## config.mk

```make
export PLATFORM = sky130hd
export DESIGN_NAME = serial_subtractor
export DESIGN_NICKNAME = d
export VERILOG_FILES = /design/src/rtl/serial_subtractor.sv
export SDC_FILE = /design/constraint.sdc
export NUM_CORES = 1
export LEC_CHECK = 0
export BUFFER_PORTS_ARGS = -buffer_cell sky130_fd_sc_hd__buf_2
export CORE_MARGIN = 2
export CORE_UTILIZATION = 57
export CTS_BUF_LIST = sky130_fd_sc_hd__clkbuf_4
export DETAILED_ROUTE_END_ITERATION = 10
export PLACE_DENSITY = 0.82
export RECOVER_POWER = 50
export SLEW_MARGIN = 20
export SYNTH_ARGS = -nofsm -noshare
export SYNTH_HDL_FRONTEND = slang
export SYNTH_SLANG_ARGS = --single-unit
```

## constraint.sdc

```tcl
create_clock -name clk -period 4.5 [get_ports clk]
set_input_delay 0 -clock clk [delete_from_list [all_inputs] [get_ports clk]]
set_output_delay 0 -clock clk [all_outputs]
set_load 0.02 [all_outputs]
```

## src/rtl/serial_subtractor.sv

```systemverilog
// serial_subtractor
//   Computes A - B over several cycles, SLICE bits per cycle, using a
//   ripple borrow held in a carry register between slices
//   (A + ~B + 1, processed from the least significant slice upward).
//   The result and flags are registered and change only when an operation
//   completes.
//
// Ports
//   clk        in   single clock, rising edge
//   rst        in   synchronous, active-high reset
//   in_valid   in   A/B carry a valid operand pair
//   in_ready   out  block is idle and can accept an operand pair
//   A, B       in   n-bit minuend / subtrahend
//   DIFF       out  A - B modulo 2^n
//   BORROW     out  unsigned borrow (A < B)
//   OVF        out  two's-complement overflow of A - B
//   ZERO       out  DIFF == 0
//   out_valid  out  DIFF and flags hold a completed result
//   out_ready  in   consumer accepts the result
module serial_subtractor #(
    parameter int n     = 32,
    parameter int SLICE = 8
) (
    input  logic         clk,
    input  logic         rst,
    input  logic         in_valid,
    output logic         in_ready,
    input  logic [n-1:0] A,
    input  logic [n-1:0] B,
    output logic [n-1:0] DIFF,
    output logic         BORROW,
    output logic         OVF,
    output logic         ZERO,
    output logic         out_valid,
    input  logic         out_ready
);

    localparam int NSL = n / SLICE;
    localparam int CW  = (NSL > 1) ? $clog2(NSL) : 1;
    localparam logic [CW-1:0] LAST = CW'(NSL - 1);

    generate
        if ((n % SLICE) != 0) begin : g_width_check
            $error("serial_subtractor: n must be a multiple of SLICE");
        end
    endgenerate

    typedef enum logic [1:0] {IDLE, RUN, DONE} state_t;

    state_t          state_q, state_d;
    logic [CW-1:0]   cnt_q, cnt_d;
    logic            carry_q, carry_d;
    logic [n-1:0]    a_q, a_d;
    logic [n-1:0]    b_q, b_d;
    logic [n-1:0]    work_q, work_d;
    logic [n-1:0]    diff_q, diff_d;
    logic            borrow_q, borrow_d;
    logic            ovf_q, ovf_d;
    logic            zero_q, zero_d;

    logic [SLICE-1:0] a_sl;
    logic [SLICE-1:0] b_sl;
    logic [SLICE:0]   sum;
    logic [n-1:0]     work_nxt;

    always_comb begin
        state_d  = state_q;
        cnt_d    = cnt_q;
        carry_d  = carry_q;
        a_d      = a_q;
        b_d      = b_q;
        work_d   = work_q;
        diff_d   = diff_q;
        borrow_d = borrow_q;
        ovf_d    = ovf_q;
        zero_d   = zero_q;
        a_sl     = '0;
        b_sl     = '0;

        // Select the slice addressed by the counter.
        for (int k = 0; k < NSL; k++) begin
            if (cnt_q == CW'(k)) begin
                a_sl = a_q[k*SLICE +: SLICE];
                b_sl = b_q[k*SLICE +: SLICE];
            end
        end

        sum = {1'b0, a_sl} + {1'b0, ~b_sl} + {{SLICE{1'b0}}, carry_q};

        // Working register with the freshly computed slice merged in; on the
        // last slice this is the complete difference.
        work_nxt = work_q;
        for (int k = 0; k < NSL; k++) begin
            if (cnt_q == CW'(k)) begin
                work_nxt[k*SLICE +: SLICE] = sum[SLICE-1:0];
            end
        end

        case (state_q)
            IDLE: begin
                if (in_valid) begin
                    a_d     = A;
                    b_d     = B;
                    cnt_d   = '0;
                    carry_d = 1'b1;
                    state_d = RUN;
                end
            end
            RUN: begin
                work_d  = work_nxt;
                carry_d = sum[SLICE];
                if (cnt_q == LAST) begin
                    cnt_d    = '0;
                    state_d  = DONE;
                    diff_d   = work_nxt;
                    borrow_d = ~sum[SLICE];
                    ovf_d    = (a_q[n-1] != b_q[n-1]) & (work_nxt[n-1] != a_q[n-1]);
                    zero_d   = (work_nxt == '0);
                end else begin
                    cnt_d = cnt_q + 1'b1;
                end
            end
            DONE: begin
                if (out_ready) begin
                    state_d = IDLE;
                end
            end
            default: state_d = IDLE;
        endcase
    end

    always_ff @(posedge clk) begin
        if (rst) begin
            state_q  <= IDLE;
            cnt_q    <= '0;
            carry_q  <= 1'b0;
            work_q   <= '0;
            diff_q   <= '0;
            borrow_q <= 1'b0;
            ovf_q    <= 1'b0;
            zero_q   <= 1'b0;
        end else begin
            state_q  <= state_d;
            cnt_q    <= cnt_d;
            carry_q  <= carry_d;
            work_q   <= work_d;
            diff_q   <= diff_d;
            borrow_q <= borrow_d;
            ovf_q    <= ovf_d;
            zero_q   <= zero_d;
        end
    end

    // Operand latches are only read after a fresh accept, so they need no reset.
    always_ff @(posedge clk) begin
        a_q <= a_d;
        b_q <= b_d;
    end

    assign in_ready  = (state_q == IDLE);
    assign out_valid = (state_q == DONE);
    assign DIFF      = diff_q;
    assign BORROW    = borrow_q;
    assign OVF       = ovf_q;
    assign ZERO      = zero_q;

endmodule

```

==> impl_results.md <==
* Outcome: finished with violations
* Failing checks: max-capacitance violations, max-slew violations
* Remaining Overflow, GRT at 0
* First-pass GRT wire length at 23900 um
* Hold path depth at 3
* Initial detailed-routing violation count at 310
* P_leak at 0.00265 uW
* Register area share after synthesis at 0.573
* Clock buffer count from CTS at 17
* Crit path DAT at 4.61 ns
* Startpoint types: flop
* IR drop worst, VDD at 0.283 mV
* Number of global-route vias before repair at 4814
* Fin util at 0.735
* Pwr Total at 2790 uW
* Crit path max fanout at 31
* Critical-path cell list: inv_1 > ha_2 > nor2_1 > a21oi_1 > nor2_1 > a21oi_1 > o21ai_0 > ha_1 > a211oi_1 > o21ai_0 > a211oi_2 > mux2i_1 > a211oi_1
* Most common cell after layout, fill and taps aside: nand2_1
* Starting Density at 0.581
* Clk sinks at 129
* # nets final at 808
* Place WS at 0.632 ns
* Initial antenna violation count at 0
* Layout cell share with drive strength beyond 1 at 0.145
* Crit Path Category: flop to flop
* Final Worst Setup Slack at 0.344 ns
* Setup Skew at 0.0217 ns
* Slew HR at -1.24
* Commonest non-fill, non-tap cells in the layout: nand2_1 (96), nor2_1 (68), dlygate4sd3_1 (66)
* CP Capture Type: flop
* Setup TNS at 0 ns
* GR Util All Layers at 0.300
* Required @ worst endpoint at 4.95 ns
* Diodes inserted at 0
* Area grow syn2layout at 26.6%
* Clock buffer depth at 2
* Met3 Use GR at 0.0739
* Tmin final at 4.16 ns
* Htree depth at 4
* Row cnt at 36
* Final setup fails at 0
* Syn nets at 647
* Number of port buffers at 104
* Gr busiest metal: met2
* FF-to-FF End: DIFF[22]
* Worst stage delay on the critical path at 0.60 ns
* Via density at 5.73
* Min-delay src: rst
* Routability cong. at 0.870
* Pin count of the biggest net entering global routing at 67
* IO Pins at 105
* Syn Area/Cell at 9.94 sq um
* Core area at 9680 sq um
* Worst Reg-to-Reg Cells at 13
* CP max-delay cell: ha_2
* DIE AREA at 10700 sq um
* Mapped cell area at 5630 sq um
* Met2 usage at 0.509
* FF+latch count, synth at 129
* Worst Max-Slew Pin Slew at 3.36 ns
* Hold WC Path Type: input pin to flop
* Fmax at 241 MHz
* Post-synth EDFFs at 64
* Worst-path clk slew at 0.11 ns
* Gate Count Post-Synth at 566
* Number of remaining DRC errors at 0
* Routed len/inst at 17.5 um
* Vias at 5004
* Reg-to-Reg Start: cnt_q[1]
* Ys flop type: dfxtp_1
* Met1 usage at 0.363
* Hold endpoint: cnt_q[0]
* Post-synth cell types at 49
* Final WL at 15300 um
* Fin Hold WS at 0.0714 ns
* Post-synth ARST share at 0
* Yosys Warn Count at 0
* Die H at 103 um
* Pwr dens at 392 nW/um^2
* ANT nets after route at 0
* Final hold vios at 0
* CTS root buf: clkbuf_4
* First-pass iteration count of the detailed router at 5
* Tcrit/Tclk final at 0.923
* RSZ-0062 raised after global routing: no
* HPWL Detailed at 8560 um
* Max Slew Vio Count at 66
* Maximum Capacitance Violations at 1
* Worst skew pair latency at 0.55 ns
* Chip Width at 103 um
* Worst reg2reg setup slack at 0.34 ns
* CTS tree: yes
metrics by stage:
stage / instance area [sq um] / cells
5_1_grt: 7120 / 873
3_5_place_dp: 6250 / 775
2_1_floorplan: 5630 / 566
6_report: 7120 / 873
4_1_cts: 7190 / 873
3_3_place_gp: 6250 / 775
area by class of cell:
cell class,count,area (sq um)
Sequential cell,129,3220
Fill cell,669,2560
Multi-Input combinational cell,388,2220
Timing Repair Buffer,182,1200
Tap cell,133,166
Clock inverter,14,139
Clock buffer,18,135
Inverter,9,33.8
Yosys cell counts, types with 3 or more instances:
library cell / instances / area, sq um
a21oi_1: 61 / 305
dfxtp_1: 65 / 1300
and2_1: 4 / 25.0
o21a_1: 4 / 30.0
nor2b_1: 8 / 50.1
clkbuf_1: 33 / 124
nor3_1: 8 / 40.0
o211ai_1: 6 / 45.0
a211oi_1: 27 / 203
a311oi_1: 3 / 26.3
ha_1: 11 / 138
buf_1: 4 / 15.0
nand2b_1: 4 / 25.0
o21ai_0: 19 / 95.1
nand2_1: 96 / 360
nor2_1: 69 / 259
a22oi_1: 7 / 52.6
edfxtp_1: 64 / 1920
mux2i_1: 23 / 230
inv_1: 8 / 30.0
kinds of logic after synthesis:
group                    share of synthesized area
AO/OA/AOI/OAI                                0.162
XOR/XNOR                                   0.00623
adder cells (fa/ha/maj)                     0.0316
buffers and inverters                       0.0345
flip-flops                                   0.573
multiplexers                                0.0409
AND/OR/NAND/NOR                              0.151
metal layers:
layer  part of all wire  vias to the layer above  routed length, um
li1                   -                     2342                  -
met1               0.38                     2313               5850
met4              0.037                        0                562
met3              0.080                       52               1230
met5                  0                        -                  0
met2               0.50                      297               7620
state kept, by name, indices dropped and copies added, names as in the netlist:
name / count
carry_q: 1
cnt_q: 2
state_q: 2
work_q: 25
ZERO: 1
a_q: 32
DIFF: 32
OVF: 1
BORROW: 1
b_q: 32
worst max-delay path by stage:
stage	startpoint	end	slack, ns	cells after the start
4_1_cts	cnt_q[0]	ZERO	0.59	16
2_1_floorplan	state_q[0]	carry_q	0.80	4
3_5_place_dp	cnt_q[0]	ZERO	0.63	16
5_1_grt	cnt_q[1]	DIFF[22]	0.08	14
3_3_place_gp	cnt_q[0]	ZERO	0.80	16
6_report	cnt_q[1]	DIFF[22]	0.34	13
worst max-delay path: cells and delay by family (launching register included):
kind	cells	cell delay, ns
multiplexers	1	0.15
adder cells (fa/ha/maj)	2	1.05
buffers and inverters	1	0.11
flip-flops	1	0.37
AO/OA/AOI/OAI	7	2.12
AND/OR/NAND/NOR	2	0.26
power breakdown:
group          switching (uW)  internal (uW)
clock                     454            334
sequential               27.4           1300
combinational             413            267
what timing repair did:
item                                   in CTS  in global routing
buffers inserted                            0                  0
gates resized for setup                     0                  1
hold buffers                               66                  0
endpoints found under the hold margin      68                  0
setup endpoints to repair                   0                  3
No activity file was read; power rests on OpenSTA's default activity.
